File: src/rtl/usb4_clk_pkg.sv
// Shared types and constants for the USB4 clock speed-switch controller.
// Holds the sequencer state encoding, gen_speed encodings and default cycle counts.
package usb4_clk_pkg;

    typedef enum logic [2:0] {
        ST_INIT,
        ST_IDLE,
        ST_DRAIN,
        ST_HOLD,
        ST_SETTLE,
        ST_DONE
    } sw_state_t;

    localparam logic [1:0] GEN_SPD_0   = 2'b00;
    localparam logic [1:0] GEN_SPD_1   = 2'b01;
    localparam logic [1:0] GEN_SPD_2   = 2'b10;
    localparam logic [1:0] GEN_SPD_INV = 2'b11;

    localparam int DEF_DRAIN_MIN      = 8;
    localparam int DEF_RST_CYCLES     = 4;
    localparam int DEF_SETTLE_CYCLES  = 16;
    localparam int DEF_TIMEOUT_CYCLES = 1024;

endpackage

File: src/rtl/sw_wait_timer.sv
// 8-bit wait timer shared by the INIT, DRAIN, HOLD and SETTLE states.
// i_load restarts the count at 0; o_expired is high once i_limit cycles have elapsed.
module sw_wait_timer (
    input  logic       local_clk,
    input  logic       rst,
    input  logic       i_load,
    input  logic [7:0] i_limit,
    output logic       o_expired
);

    logic [7:0] r_cnt;

    // NOTE: sequential state uses non-blocking assignments so every flop samples pre-edge values.
    always_ff @(posedge local_clk or negedge rst) begin
        if (!rst) begin
            r_cnt <= '0;
        end else if (i_load) begin
            r_cnt <= '0;
        end else if (r_cnt != 8'hFF) begin
            r_cnt <= r_cnt + 8'd1;
        end
    end

    // Counting starts at 0 in a state's first cycle, so expiry is at limit-1.
    assign o_expired = (r_cnt >= (i_limit - 8'd1));

endmodule

File: src/rtl/speed_switch_ctrl.sv
// Sequences a gen_speed change: drain, divider reset hold, settle, re-enable.
// Optional drain watchdog is compiled in with SPEED_SW_TIMEOUT_EN.
module speed_switch_ctrl
    import usb4_clk_pkg::*;
#(
    parameter int DRAIN_MIN      = DEF_DRAIN_MIN,
    parameter int RST_CYCLES     = DEF_RST_CYCLES,
    parameter int SETTLE_CYCLES  = DEF_SETTLE_CYCLES,
    parameter int TIMEOUT_CYCLES = DEF_TIMEOUT_CYCLES
) (
    input  logic       local_clk,
    input  logic       rst,
    input  logic       req_valid,
    input  logic [1:0] req_speed,
    output logic       req_ready,
    input  logic       drain_ack,
    output logic [1:0] gen_speed,
    output logic       div_rst_n,
    output logic       clk_gate_en,
    output logic       busy,
    output logic       switch_done,
    output logic       switch_err
);

    localparam logic [7:0] L_DRAIN  = 8'(DRAIN_MIN);
    localparam logic [7:0] L_RST    = 8'(RST_CYCLES);
    localparam logic [7:0] L_SETTLE = 8'(SETTLE_CYCLES);

    sw_state_t  r_state;
    sw_state_t  w_next;
    logic [1:0] r_req_speed;
    logic [1:0] r_gen_speed;
    logic       r_ack_seen;
    logic       r_switch_done;
    logic       r_switch_err;
    logic       w_done_set;
    logic       w_err_set;
    logic       w_latch;
    logic       w_load;
    logic       w_expired;
    logic       w_drain_exit;
    logic       w_wd_expired;
    logic [7:0] w_limit;

    always_comb begin
        w_limit = L_RST;
        case (r_state)
            ST_DRAIN:  w_limit = L_DRAIN;
            ST_SETTLE: w_limit = L_SETTLE;
            default:   w_limit = L_RST;
        endcase
    end

    sw_wait_timer u_timer (
        .local_clk (local_clk),
        .rst       (rst),
        .i_load    (w_load),
        .i_limit   (w_limit),
        .o_expired (w_expired)
    );

    assign w_drain_exit = w_expired && (r_ack_seen || drain_ack);

`ifdef SPEED_SW_TIMEOUT_EN
    logic [15:0] r_wd;

    always_ff @(posedge local_clk or negedge rst) begin
        if (!rst) begin
            r_wd <= '0;
        end else if (w_load) begin
            r_wd <= '0;
        end else if (r_state == ST_DRAIN && r_wd != 16'hFFFF) begin
            r_wd <= r_wd + 16'd1;
        end
    end

    assign w_wd_expired = (r_state == ST_DRAIN) && (r_wd == 16'(TIMEOUT_CYCLES - 1));
`else
    assign w_wd_expired = 1'b0;
`endif

    // NOTE: every output of this block gets a default first, so no path can infer a latch.
    always_comb begin
        w_next     = r_state;
        w_done_set = 1'b0;
        w_err_set  = 1'b0;
        w_latch    = 1'b0;
        case (r_state)
            ST_INIT:   if (w_expired) w_next = ST_SETTLE;
            ST_IDLE: begin
                if (req_valid) begin
                    if (req_speed == GEN_SPD_INV) begin
                        w_err_set = 1'b1;
                    end else if (req_speed == r_gen_speed) begin
                        w_done_set = 1'b1;
                    end else begin
                        w_latch = 1'b1;
                        w_next  = ST_DRAIN;
                    end
                end
            end
            ST_DRAIN: begin
                if (w_drain_exit) begin
                    w_next = ST_HOLD;
                end else if (w_wd_expired) begin
                    w_next    = ST_IDLE;
                    w_err_set = 1'b1;
                end
            end
            ST_HOLD:   if (w_expired) w_next = ST_SETTLE;
            ST_SETTLE: if (w_expired) w_next = ST_DONE;
            ST_DONE: begin
                w_next     = ST_IDLE;
                w_done_set = 1'b1;
            end
            default:   w_next = ST_INIT;
        endcase
    end

    assign w_load = (w_next != r_state);

    // NOTE: async active-low reset returns to INIT and drops any latched request.
    always_ff @(posedge local_clk or negedge rst) begin
        if (!rst) begin
            r_state       <= ST_INIT;
            r_req_speed   <= GEN_SPD_0;
            r_gen_speed   <= GEN_SPD_0;
            r_ack_seen    <= 1'b0;
            r_switch_done <= 1'b0;
            r_switch_err  <= 1'b0;
        end else begin
            r_state       <= w_next;
            r_switch_done <= w_done_set;
            r_switch_err  <= w_err_set;
            if (w_latch) begin
                r_req_speed <= req_speed;
            end
            if (w_latch) begin
                r_ack_seen <= 1'b0;
            end else if (r_state == ST_DRAIN && drain_ack) begin
                r_ack_seen <= 1'b1;
            end
            // The divider ratio moves only as the divider enters reset.
            if (r_state == ST_DRAIN && w_next == ST_HOLD) begin
                r_gen_speed <= r_req_speed;
            end
        end
    end

    assign req_ready   = (r_state == ST_IDLE);
    assign busy        = (r_state != ST_IDLE);
    assign div_rst_n   = !(r_state == ST_INIT || r_state == ST_HOLD);
    assign clk_gate_en = (r_state == ST_IDLE || r_state == ST_DONE);
    assign gen_speed   = r_gen_speed;
    assign switch_done = r_switch_done;
    assign switch_err  = r_switch_err;

endmodule

File: config.mk
export PLATFORM = sky130hd
export DESIGN_NAME = speed_switch_ctrl
export DESIGN_NICKNAME = d
export VERILOG_FILES = /design/src/rtl/usb4_clk_pkg.sv /design/src/rtl/sw_wait_timer.sv /design/src/rtl/speed_switch_ctrl.sv
export SDC_FILE = /design/constraint.sdc
export NUM_CORES = 1
export LEC_CHECK = 0
export ABC_AREA = 1
export CAP_MARGIN = 25
export CORE_MARGIN = 2
export CORE_UTILIZATION = 40
export CTS_CLUSTER_DIAMETER = 80
export CTS_CLUSTER_SIZE = 12
export DETAILED_ROUTE_END_ITERATION = 10
export PLACE_DENSITY = 0.67
export SYNTH_ARGS = -nofsm -noshare
export SYNTH_HDL_FRONTEND = slang
export SYNTH_SLANG_ARGS = --single-unit
File: constraint.sdc
create_clock -name local_clk -period 2.1 [get_ports local_clk]
set_input_delay 0.525 -clock local_clk [delete_from_list [all_inputs] [get_ports local_clk]]
set_output_delay 0.525 -clock local_clk [all_outputs]
set_load 0.01 [all_outputs]
==> flow_summary.yaml <==
detailed_routing:
  viasPerCell: 5.079
  remaining_drc_errors: 0
  drt_iter0_drc: 37
  vias: 1026
  drtPass1Iterations: 4
  wl_per_cell_um: 12.81
  detail-route-antenna-nets: 0
  totalWireLength_mm: 2.587
global_route:
  grt_max_degree: 19
  grt_pass1_wl_mm: 4.485
  grt_usage: 0.1819
  grt_remaining_overflow: 0
  grt_pass1_vias: 1058
  antenna_found_initial: 0
power_and_ir_drop:
  finalPower_w: 0.001782
  seq_power_share: 0.298
  switching_share: 0.4488
  pwr_density_cell_nw_per_um2: 1266
  combPwrFrac: 0.577
  p_switching_w: 0.0007996
  p_int_w: 0.0009820
  peakVddDrop_v: 0.001208
  clkPwrFrac: 0.125
  leakage_nw: 0.7133
floorplanning:
  ios: 14
  num_rows: 18
  die_x_um: 55.26
  start_util: 0.4242
  die_h_um: 55.26
  coreArea_um2: 2477
  die_area_um2: 3054
setup_path:
  cp-start-kind: "flop"
  endpoint_kind: "output port"
  crit_arrival_ps: 1480
  cp_max_fo: 4
  cp.required_ps: 1570
  critPathKind: "reg -> out"
cts:
  clockBufferDepth: 2
  cts.sinks: 18
  cts_root_buf: "clkbuf_4"
  clk_pin_slew_ps: 110
  cts_made_buffers: 3
  htree_levels: 1
  clk_latency_ps: 300
  cts_tree: "done"
  hold_buffers: 0
final_layout:
  n_fill_cell: 241
  antenna_cells: 0
  layout.nets: 182
  synthToLayoutAreaGrowth_pct: 33.93
  final_util: 0.5682
  drive_gt1_frac: 0.2500
  fin_area_um2: 1408
  fin_cells: 202
logic_synthesis:
  syn-num-nets: 153
  netlist_area_um2: 1051
  seq_area_frac_synth: 0.4286
  synth.distinct_cells: 19
  syn_area_per_cell_um2: 7.299
  syn_inst: 144
  ys_ff_latch: 18
  synth_warnings: 0
timing:
  clock.fmax_mhz: 499.6
  timing.final.crit_share: 0.9531
  fin_crit_ps: 2002
  hold_violations: 0
  slew_headroom: 0.7365
  tightestPinTransition_ps: 390.2
  rsz0062_at_grt: "true"
  fin_worst_skew_ps: 1.261
  setup_viol: 0
  slew_violations: 0
outcome:
  status: "finished, final reports clean"
min_path:
  hp-class: "reg -> reg"
placement:
  port_buffers: 13
  hpwl_mm: 1.828
  place_area_um2: 1256
  gp_congestion: 0.9016
  placed_cells: 192
run:
  cap_violations: 0
cells in the final DEF (no fill, tap or decap), types with 2 or more instances in the layout:
cell / netlist / final
ha_1: 3 / 2
dlygate4sd2_1: 0 / 2
inv_1: 22 / 20
nor2_4: 0 / 3
clkbuf_4: 0 / 3
nand2_2: 3 / 9
nand3_1: 13 / 12
nand2_1: 42 / 36
nor2_2: 4 / 7
clkdlybuf4s50_1: 0 / 9
o21ai_0: 9 / 8
nor2_1: 17 / 11
dlymetal6s2s_1: 0 / 2
a21oi_1: 3 / 3
nand3_2: 1 / 2
dfrtp_1: 18 / 17
nand3_4: 2 / 2
inv_2: 1 / 3
buf_4: 0 / 10
power by group through the flow:
stage	logic [W]	registers (W)	clock network, W
floorplan	0.000530	0.000527	0
global placement	0.000793	0.000534	0
detailed placement	0.000814	0.000538	0
CTS	0.000865	0.000528	0.000230
global route	0.00116	0.000546	0.000241
finish	0.00103	0.000530	0.000223
cell type report:
| type | count | area, um^2 | area share |
|---|---|---|---|
| clock buffer | 4 | 36.28 | 0.02578 |
| inverter | 23 | 86.33 | 0.06133 |
| multi-input combinational | 103 | 576.8 | 0.4098 |
| sequential | 18 | 451.7 | 0.3209 |
| timing repair buffer | 24 | 219.0 | 0.1556 |
| tap | 30 | 37.54 | 0.02667 |
Yosys cell counts:
library cell | instances | area, um^2
inv_2 | 1 | 3.750
nor2_1 | 17 | 63.81
nor3_1 | 1 | 5.000
o21ai_0 | 9 | 45.04
nand3_1 | 13 | 65.06
o311ai_0 | 1 | 8.760
nor2_2 | 4 | 25.02
ha_1 | 3 | 37.54
nand4_1 | 1 | 6.260
nand2_2 | 3 | 18.77
nor4_1 | 1 | 6.260
nand3_4 | 2 | 35.03
xnor2_1 | 1 | 8.760
dfrtp_1 | 18 | 450.4
nand2_1 | 42 | 157.7
inv_1 | 22 | 82.58
or2_0 | 1 | 6.260
nand3_2 | 1 | 10.01
a21oi_1 | 3 | 15.01
cell families (layout without fill, tap and decap cells):
kind of cell | count (synthesis) | after routing | synth area share
flip-flops | 18 | 18 | 0.4286
buffers and inverters | 23 | 51 | 0.08214
AO/OA/AOI/OAI | 13 | 13 | 0.06547
AND/OR/NAND/NOR | 86 | 86 | 0.3798
XOR/XNOR | 1 | 1 | 0.008335
adder cells (fa/ha/maj) | 3 | 3 | 0.03572
per-stage QoR:
stage / TNS [ps] / hold slack [ps] / setup slack [ps]
floorplan: 0 / 229.4 / 227.6
global placement: 0 / 485.5 / 127.1
detailed placement: 0 / 488.6 / 54.75
CTS: 0 / 519.2 / 17.70
global route: -501.9 / 559.5 / -60.85
finish: 0 / 517.1 / 98.44
repair_timing:
action | in CTS | in global routing
setup buffers | 4 | 2
pin swaps | 1 | 13
endpoints found under the setup margin | 3 | 13
resized for setup | 4 | 22
flip-flops by register name (all words and copies together) (netlist names):
| register | count |
|---|---|
| r_req_speed | 2 |
| gen_speed | 2 |
| r_ack_seen | 1 |
| switch_done | 1 |
| switch_err | 1 |
| u_timer.r_cnt | 8 |
| r_state | 3 |
final timing paths:
kind	cells after the start	start	slack, ps	end
max reg2reg	14	r_state[1]	110	u_timer.r_cnt[3]
min in group asynchronous	2	rst	540	u_timer.r_cnt[7]
min reg2reg	2	r_ack_seen	520	r_ack_seen
min	2	r_ack_seen	520	r_ack_seen
max in group asynchronous	2	rst	1340	r_state[0]
max	5	r_state[0]	100	req_ready
critical path, cell delays in order, from the launching register on:
cell	delay, ps
dfrtp_2	440
buf_4	150
nand2_2	110
nor2_4	50
buf_4	140
dlygate4sd2_1	280
per-layer routing:
layer / vias up / GRT usage / share of wire
met4: 0 / 0.03484 / 0.0077
met2: 23 / 0.3282 / 0.52
met5: - / 0 / 0
met3: 4 / 0.06089 / 0.039
li1: 510 / - / -
met1: 489 / 0.2086 / 0.43
No activity file was read; power rests on OpenSTA's default activity.
